File: src/rtl/pckg_rx_block_pkg.sv
// rtl/pckg_rx_block_pkg.sv - shared framing constants, state types and channel decode
// Shared between the receive deframer, the packet builder and the transmitter.
//   SYNC_BYTE_DEF         : default packet start marker
//   HDR_CH_MSB/LSB        : channel field position in the header byte
//   HDR_LEN_MSB/LSB       : length field position in the header byte
//   FRAME_LEN             : line bits per byte (start + 8 data + stop)
//   CH_NUM                : number of downstream channels
package pckg_rx_block_pkg;

    localparam logic [7:0] SYNC_BYTE_DEF = 8'hA5;
    localparam int HDR_CH_MSB  = 7;
    localparam int HDR_CH_LSB  = 6;
    localparam int HDR_LEN_MSB = 5;
    localparam int HDR_LEN_LSB = 0;
    localparam int FRAME_LEN   = 10;
    localparam int CH_NUM      = 3;

    typedef enum logic [1:0] {
        DS_IDLE,
        DS_DATA,
        DS_STOP,
        DS_WAIT
    } deser_state_t;

    typedef enum logic [1:0] {
        PS_HUNT,
        PS_HDR,
        PS_PAY,
        PS_CHK
    } parse_state_t;

    // Channel 1..3 maps to strobe bit 0..2; channel 0 never strobes.
    function automatic logic [CH_NUM-1:0] ch_onehot(input logic [1:0] ch);
        logic [CH_NUM-1:0] oh;
        case (ch)
            2'd1:    oh = 3'b001;
            2'd2:    oh = 3'b010;
            2'd3:    oh = 3'b100;
            default: oh = 3'b000;
        endcase
        return oh;
    endfunction

endpackage

File: src/rtl/rx_byte_deser.sv
// rtl/rx_byte_deser.sv - one-bit-per-clock line deserializer with framing check
// Ports:
//   clk, rst   : clock, asynchronous active-high reset
//   rx         : serial line, idle high
//   byte_data  : last received byte, stable while byte_vld is high
//   byte_vld   : one-cycle pulse, byte_data holds a correctly framed byte
//   fr_err     : one-cycle pulse, stop bit sampled low
module rx_byte_deser
    import pckg_rx_block_pkg::*;
(
    input  logic       clk,
    input  logic       rst,
    input  logic       rx,
    output logic [7:0] byte_data,
    output logic       byte_vld,
    output logic       fr_err
);

    localparam logic [2:0] LAST_BIT = 3'(FRAME_LEN - 3);

    deser_state_t state, state_n;
    logic [2:0]   bit_cnt, bit_cnt_n;
    logic [7:0]   shift, shift_n;
    logic         vld_n, err_n;

    always_ff @(posedge clk or posedge rst) begin
        if (rst) begin
            state    <= DS_IDLE;
            bit_cnt  <= '0;
            shift    <= '0;
            byte_vld <= 1'b0;
            fr_err   <= 1'b0;
        end else begin
            state    <= state_n;
            bit_cnt  <= bit_cnt_n;
            shift    <= shift_n;
            byte_vld <= vld_n;
            fr_err   <= err_n;
        end
    end

    always_comb begin
        state_n   = state;
        bit_cnt_n = bit_cnt;
        shift_n   = shift;
        vld_n     = 1'b0;
        err_n     = 1'b0;
        case (state)
            DS_IDLE: begin
                if (!rx) begin
                    state_n   = DS_DATA;
                    bit_cnt_n = '0;
                end
            end
            DS_DATA: begin
                // LSB first: each new bit enters at the top and shifts down.
                shift_n   = {rx, shift[7:1]};
                bit_cnt_n = bit_cnt + 3'd1;
                if (bit_cnt == LAST_BIT) begin
                    state_n = DS_STOP;
                end
            end
            DS_STOP: begin
                if (rx) begin
                    vld_n   = 1'b1;
                    state_n = DS_IDLE;
                end else begin
                    err_n   = 1'b1;
                    state_n = DS_WAIT;
                end
            end
            DS_WAIT: begin
                // A stuck-low line must not be mistaken for a run of start bits.
                if (rx) begin
                    state_n = DS_IDLE;
                end
            end
            default: state_n = DS_IDLE;
        endcase
    end

    assign byte_data = shift;

endmodule

File: src/rtl/pckg_rx_block.sv
// rtl/pckg_rx_block.sv - receive deframer: sync hunt, header parse, payload delivery, XOR check
// Ports:
//   clk, rst   : clock, asynchronous active-high reset
//   rx         : serial line, idle high
//   data_out   : payload byte, qualified by ch_vld
//   ch_vld     : one-hot channel strobe (bit0 = channel 1)
//   pkt_ok     : pulse, packet complete with matching checksum
//   pkt_err    : pulse, packet aborted or checksum mismatch
//   busy       : parser is inside a packet
module pckg_rx_block
    import pckg_rx_block_pkg::*;
#(
    parameter logic [7:0] SYNC_BYTE = SYNC_BYTE_DEF,
    parameter int         MAX_LEN   = 63
) (
    input  logic              clk,
    input  logic              rst,
    input  logic              rx,
    output logic [7:0]        data_out,
    output logic [CH_NUM-1:0] ch_vld,
    output logic              pkt_ok,
    output logic              pkt_err,
    output logic              busy
);

    logic [7:0] byte_data;
    logic       byte_vld;
    logic       fr_err;

    rx_byte_deser u_deser (
        .clk       (clk),
        .rst       (rst),
        .rx        (rx),
        .byte_data (byte_data),
        .byte_vld  (byte_vld),
        .fr_err    (fr_err)
    );

    parse_state_t      state, state_n;
    logic [1:0]        ch_r, ch_n;
    logic [5:0]        cnt, cnt_n;
    logic [7:0]        chk, chk_n;
    logic [7:0]        data_n;
    logic [CH_NUM-1:0] vld_n;
    logic              ok_n, err_n;

    logic [1:0] hdr_ch;
    logic [5:0] hdr_len;
    assign hdr_ch  = byte_data[HDR_CH_MSB:HDR_CH_LSB];
    assign hdr_len = byte_data[HDR_LEN_MSB:HDR_LEN_LSB];

    always_ff @(posedge clk or posedge rst) begin
        if (rst) begin
            state    <= PS_HUNT;
            ch_r     <= '0;
            cnt      <= '0;
            chk      <= '0;
            data_out <= '0;
            ch_vld   <= '0;
            pkt_ok   <= 1'b0;
            pkt_err  <= 1'b0;
            busy     <= 1'b0;
        end else begin
            state    <= state_n;
            ch_r     <= ch_n;
            cnt      <= cnt_n;
            chk      <= chk_n;
            data_out <= data_n;
            ch_vld   <= vld_n;
            pkt_ok   <= ok_n;
            pkt_err  <= err_n;
            busy     <= (state_n != PS_HUNT);
        end
    end

    always_comb begin
        state_n = state;
        ch_n    = ch_r;
        cnt_n   = cnt;
        chk_n   = chk;
        data_n  = data_out;
        vld_n   = '0;
        ok_n    = 1'b0;
        err_n   = 1'b0;
        if (fr_err) begin
            // Line noise while hunting is expected and stays silent.
            if (state != PS_HUNT) begin
                err_n = 1'b1;
            end
            state_n = PS_HUNT;
        end else if (byte_vld) begin
            case (state)
                PS_HUNT: begin
                    if (byte_data == SYNC_BYTE) begin
                        state_n = PS_HDR;
                    end
                end
                PS_HDR: begin
                    ch_n  = hdr_ch;
                    cnt_n = hdr_len;
                    chk_n = byte_data;
                    if (hdr_ch == 2'd0 || hdr_len == 6'd0 || int'(hdr_len) > MAX_LEN) begin
                        err_n   = 1'b1;
                        state_n = PS_HUNT;
                    end else begin
                        state_n = PS_PAY;
                    end
                end
                PS_PAY: begin
                    data_n = byte_data;
                    vld_n  = ch_onehot(ch_r);
                    chk_n  = chk ^ byte_data;
                    cnt_n  = cnt - 6'd1;
                    if (cnt == 6'd1) begin
                        state_n = PS_CHK;
                    end
                end
                PS_CHK: begin
                    if (byte_data == chk) begin
                        ok_n = 1'b1;
                    end else begin
                        err_n = 1'b1;
                    end
                    state_n = PS_HUNT;
                end
                default: state_n = PS_HUNT;
            endcase
        end
    end

endmodule

File: config.mk
export PLATFORM = sky130hd
export DESIGN_NAME = pckg_rx_block
export DESIGN_NICKNAME = d
export VERILOG_FILES = /design/src/rtl/pckg_rx_block_pkg.sv /design/src/rtl/rx_byte_deser.sv /design/src/rtl/pckg_rx_block.sv
export SDC_FILE = /design/constraint.sdc
export NUM_CORES = 1
export LEC_CHECK = 0
export CORE_ASPECT_RATIO = 1.1
export CORE_MARGIN = 8
export CORE_UTILIZATION = 52
export CTS_CLUSTER_SIZE = 20
export DETAILED_ROUTE_END_ITERATION = 16
export HOLD_SLACK_MARGIN = 0.1
export PLACE_DENSITY = 0.75
export SLEW_MARGIN = 20
export SYNTH_ARGS = -nofsm -noshare
export SYNTH_HDL_FRONTEND = slang
export SYNTH_SLANG_ARGS = --single-unit
File: constraint.sdc
create_clock -name clk -period 1.6 [get_ports clk]
set_input_delay 0.48 -clock clk [delete_from_list [all_inputs] [get_ports clk]]
set_output_delay 0.48 -clock clk [all_outputs]
set_load 0.005 [all_outputs]
# Word-level counts from Yosys, hierarchy flattened
# Index checks and enable logic that the tools add are counted.
# word_totals
register_bits,47
latchBits,0
ramBits,0
rom_bits,0
in_bits,3
out_inout_bits,14
wordCells,81
memories,0
# op_classes
addsub,2
multipliers,0
n_div,0
magnitude_cmp,0
n_eq_ne,16
shift,0
n_mux,33
bitwise,2
reduce_logical,14
# ops
operator,count
2-bit 2-to-1 mux,9
2-bit case mux with 4 select lines,2
8-bit case mux with 2 select lines,1
1-bit 2-to-1 mux,13
2-bit equality test (second input constant),6
3-bit 2-to-1 mux,4
6-bit case mux with 2 select lines,1
3-bit AND reduction,4
3-bit case mux with 3 select lines,1
8-bit equality test,1
8-bit equality test (second input constant),1
2-bit nonzero test,4
8-bit bitwise XOR,1
2-bit by 1-bit equality test with 1-bit output (second input constant),3
6-bit by 1-bit equality test with 1-bit output (second input constant),1
2-bit zero test,3
6-bit zero test,1
3-bit case mux with 2 select lines,1
6-bit by 1-bit subtractor with 6-bit output (second input constant),1
2-bit inequality test (second input constant),2
3-bit by 1-bit adder with 3-bit output (second input constant),1
3-bit equality test (second input constant),1
2-bit by 1-bit inequality test with 1-bit output (second input constant),1
1-bit case mux with 2 select lines,1
other kinds (3),3

# Logic depth before layout (Yosys ltp)
# depth
word_depth,7
ltp_mapped,7
mapped_depth_nobuf,6

# Hierarchy
# A second synthesis with hierarchy kept.
# hier_totals
cells_unflattened,203
area_unflattened_um2,2288.4
# by_module_without_submodules
module,n_inst,cells_per_inst,area_each_um2,seq_area_each_um2
pckg_rx_block,1,164,1667.8,800.8
rx_byte_deser,1,39,620.6,375.4

# Worst setup path before layout
# No wires, ideal clock.
# synth_path
path_type,reg2reg
startpoint,register state[0]
endpoint,register cnt[5]
setup_time_ns,0.134
t_arrival_ns,1.370
t_required_ns,1.466
slack_ns,0.096
path_stages_with_launch,8
n_path_buf,2
synth_period_minus_slack_ns,1.504
path_cell_list,dfrtp_1 > inv_1 > ha_1 > and3b_1 > buf_2 > buf_2 > o22ai_1 > a21oi_1
# synth_via
elab_chain_cells,3
word_cells_on_any_way,5
cone_classes,eq/ne: 2; mux: 1; reduce/logical: 2
# synth_rtl
element,line_no,text
start: declaration,pckg_rx_block.sv:39,"parse_state_t state, state_n;"
start signal: assignment,pckg_rx_block.sv:64,state <= state_n;
2-bit equality test / 2-bit by 1-bit equality test with 1-bit output (equally long branches),pckg_rx_block.sv:92,case (state)
2-bit nonzero test (no source line),n/a,
3-bit AND reduction (no source line),n/a,
end signal: assignment,pckg_rx_block.sv:66,cnt <= cnt_n;
end: declaration,pckg_rx_block.sv:41,"logic [5:0] cnt, cnt_n;"
# Parallel ways exist; a longest one is shown, timed or not.
# A chain may end at the register's enable or synchronous reset.

# Worst setup path in the final report
# layout_path
startpoint,register state[1]
endpoint,register data_out[0]
# layout_via
elab_chain_cells,2
# layout_rtl
element,line_no,text
2-bit equality test,pckg_rx_block.sv:92,
3-bit AND reduction (no source line),n/a,
end signal: assignment,pckg_rx_block.sv:68,data_out <= data_n;
end: declaration,pckg_rx_block.sv:19,"output logic [7:0] data_out,"
# No other way between the ends.

==> results.cfg <==
[synth]
syn-num-nets = 222
synth_commonest_cells = 47 x dfrtp_1, 24 x a21oi_1, 19 x mux2_2, 11 x o21ai_0, 10 x nand2_1
synthCells = 210
async_flop_share = 1.00
ys_seq_elements = 47
synth_area_um2 = 2310
synth.area.top_cells = dfrtp_1 51%, mux2_2 9.3%, a21oi_1 5.2%
ys_types = 41
synth_largest_area_cell = dfrtp_1
synth.top_cell.area_share = 0.509
yosysWarnings = 0
ys_seq_area_frac = 0.509
syn_area_per_cell_um2 = 11.0
synth_edf_count = 0
yosysMostFrequentCell = dfrtp_1
synth_top_flop_cell = dfrtp_1

[sta]
tightest_slew_ns = 0.387
fin_ws_ns = 0.0704
setup_tns_ns = 0
drv_slew = 0
rsz0062_at_grt = yes
hold_viol = 0
slew_headroom = 0.739
setup_viol = 0
max_freq_mhz = 654
fin_crit_ns = 1.53
fin_skew_ns = 0.00244
min_period_over_period = 0.956

[route]
drtAntennaViolNets = 0
routed.top_layer = met4
wl_per_cell_um = 15.2
dr.pass1.iters = 4
met2_length_um = 2220
avgViaCountPerCell = 5.48
vias = 1584
first_iter_violations = 74
routed-wl-met3_um = 109
drc = 0
drt-met1-wl_um = 1990
routed_wl_um = 4380

[layout]
nNetsFinal = 246
drive_above_1_share = 0.234
stdcell_count = 289
insertedDiodeCount = 0
fillCellCount = 356
syn_to_final_growth_pct = 16.4

[grt]
grtUsageTotal = 0.140
grt_max_degree = 48
antenna_found_initial = 0
grt_pass1_wl_um = 7660
grt_pass1_vias = 1646
overflow = 0

[worst_setup_path]
cp-end-kind = flip-flop
cp_data_required_time_ns = 1.80
crit_chain = buf_4, ha_1, nand2_2, mux2_2
worstPathArrival_ns = 1.73
crit_buf_inv = 1
cp-start-kind = flip-flop
slowest_delay_ns = 0.38
crit_family = flip-flops
critPathKind = reg -> reg
critPathSlowestCell = dfrtp_1
crit_fanout = 10

[placed_design]
pre_cts_ws_ns = -0.0546
dp.cells = 281
dpl.hpwl_um = 3090
port_buffers = 16
gp_congestion = 0.833

[run]
cap_violations = 0

[clock_network]
cts_buffer_depth = 2
clock_sink_count = 47
htreeDepth = 2
cts.clk_slew.worst_paths_ns = 0.09
numCtsBuffers = 5
cts_tree = yes
cts_hold_buf = 0
postCtsSetupBuffers = 0
clock_latency_ns = 0.30
clockRootBuffer = clkbuf_8

[floorplanning]
rows = 25
io_pins = 17
die_area_um2 = 6840
coreArea_um2 = 4290
die_y_um = 85.9
die_w_um = 79.6
start_util = 0.540

[power]
vdd_drop_max_v = 0.00120
power.leakage_nw = 1.31
p_total_w = 0.00357
power_density_nw_per_um2 = 1330

[hold_path]
hold_class = reg -> reg

[run_status]
outcome = finished clean
metrics by stage:
step | hold slack, ns | util | area [um2]
6_report | 0.463 | 0.628 | 2690
4_1_cts | 0.468 | 0.625 | 2680
3_3_place_gp | 0.453 | 0.602 | 2580
2_1_floorplan | 0.430 | - | 2310
5_1_grt | 0.496 | 0.628 | 2690
3_5_place_dp | 0.457 | 0.602 | 2580
report_power, final:
group	internal (W)	switching (W)
logic	0.000566	0.000487
clock network	0.000474	0.000425
registers	0.00137	0.000251
metal layers:
metal  track usage  up-vias
li1              -      783
met1         0.168      781
met2         0.235       14
met3        0.0303        6
met4        0.0573        0
met5             0        -
kinds of logic after synthesis:
logic type	Yosys count	synth area share
mux	21	0.101
buf+inv	24	0.0552
fa+ha+maj	9	0.0487
flops	47	0.509
compound gates	51	0.135
simple gates	50	0.121
xor+xnor	8	0.0303
final timing paths:
| check | end | cells past startpoint | slack [ns] | startpoint |
|---|---|---|---|---|
| worst min-delay path | ch_vld[1] | 1 | 0.46 | ch_r[0] |
| worst min register to register | ch_vld[1] | 1 | 0.46 | ch_r[0] |
| worst max-delay path | data_out[0] | 4 | 0.07 | state[1] |
| worst max register to register | data_out[0] | 4 | 0.07 | state[1] |
| min in group asynchronous | data_out[6] | 3 | 0.52 | rst |
| max in group asynchronous | pkt_ok | 3 | 0.86 | rst |
registers in the layout, indices dropped and copies added, names as in the netlist, 2 cells and up:
register / flops
ch_r: 2
ch_vld: 3
chk: 8
cnt: 6
data_out: 8
state: 2
u_deser.bit_cnt: 3
u_deser.byte_data: 8
u_deser.state: 2
cell type report:
cell class                 instances  area, um2  area share
inverter                           9       33.8      0.0126
sequential                        47       1180       0.437
clock buffer                       5       68.8      0.0256
multi-input combinational        139       1020       0.380
tap                               54       67.6      0.0251
clock inverter                     3       47.5      0.0177
timing repair buffer              32        275       0.102
cells in the final DEF (no fill, tap or decap), types with 2 or more instances in the layout:
master and instances:
a31oi_1 2, mux2_2 19, a22o_1 2, o22ai_1 3
nand2b_1 2, nor3_1 3, nor2_1 9, inv_1 8
nor2b_1 2, mux2i_1 2, buf_4 15, xor2_1 8
dfrtp_1 47, ha_1 9, nor3b_1 2, nand2_2 2
nor4_1 2, dlygate4sd2_1 14, clkdlybuf4s50_1 2, a21oi_2 2
nand2_1 10, o21ai_0 11, and4_1 2, nand3_1 8
clkbuf_8 5, a21oi_1 22
worst reg2reg max path: cells and delay by family (launching register included):
kind,cells,cell delay [ns]
adders and majority gates,1,0.25
buffers and inverters,1,0.15
DFF,1,0.38
muxes,1,0.38
and+or+nand+nor,1,0.25
what timing repair did:
item	in CTS	in global routing
resized for setup	14	4
gates cloned	0	0
endpoints found under the hold margin	0	0
pin swaps	0	1
endpoints found under the setup margin	14	11
(Power assumes the default switching activity.)
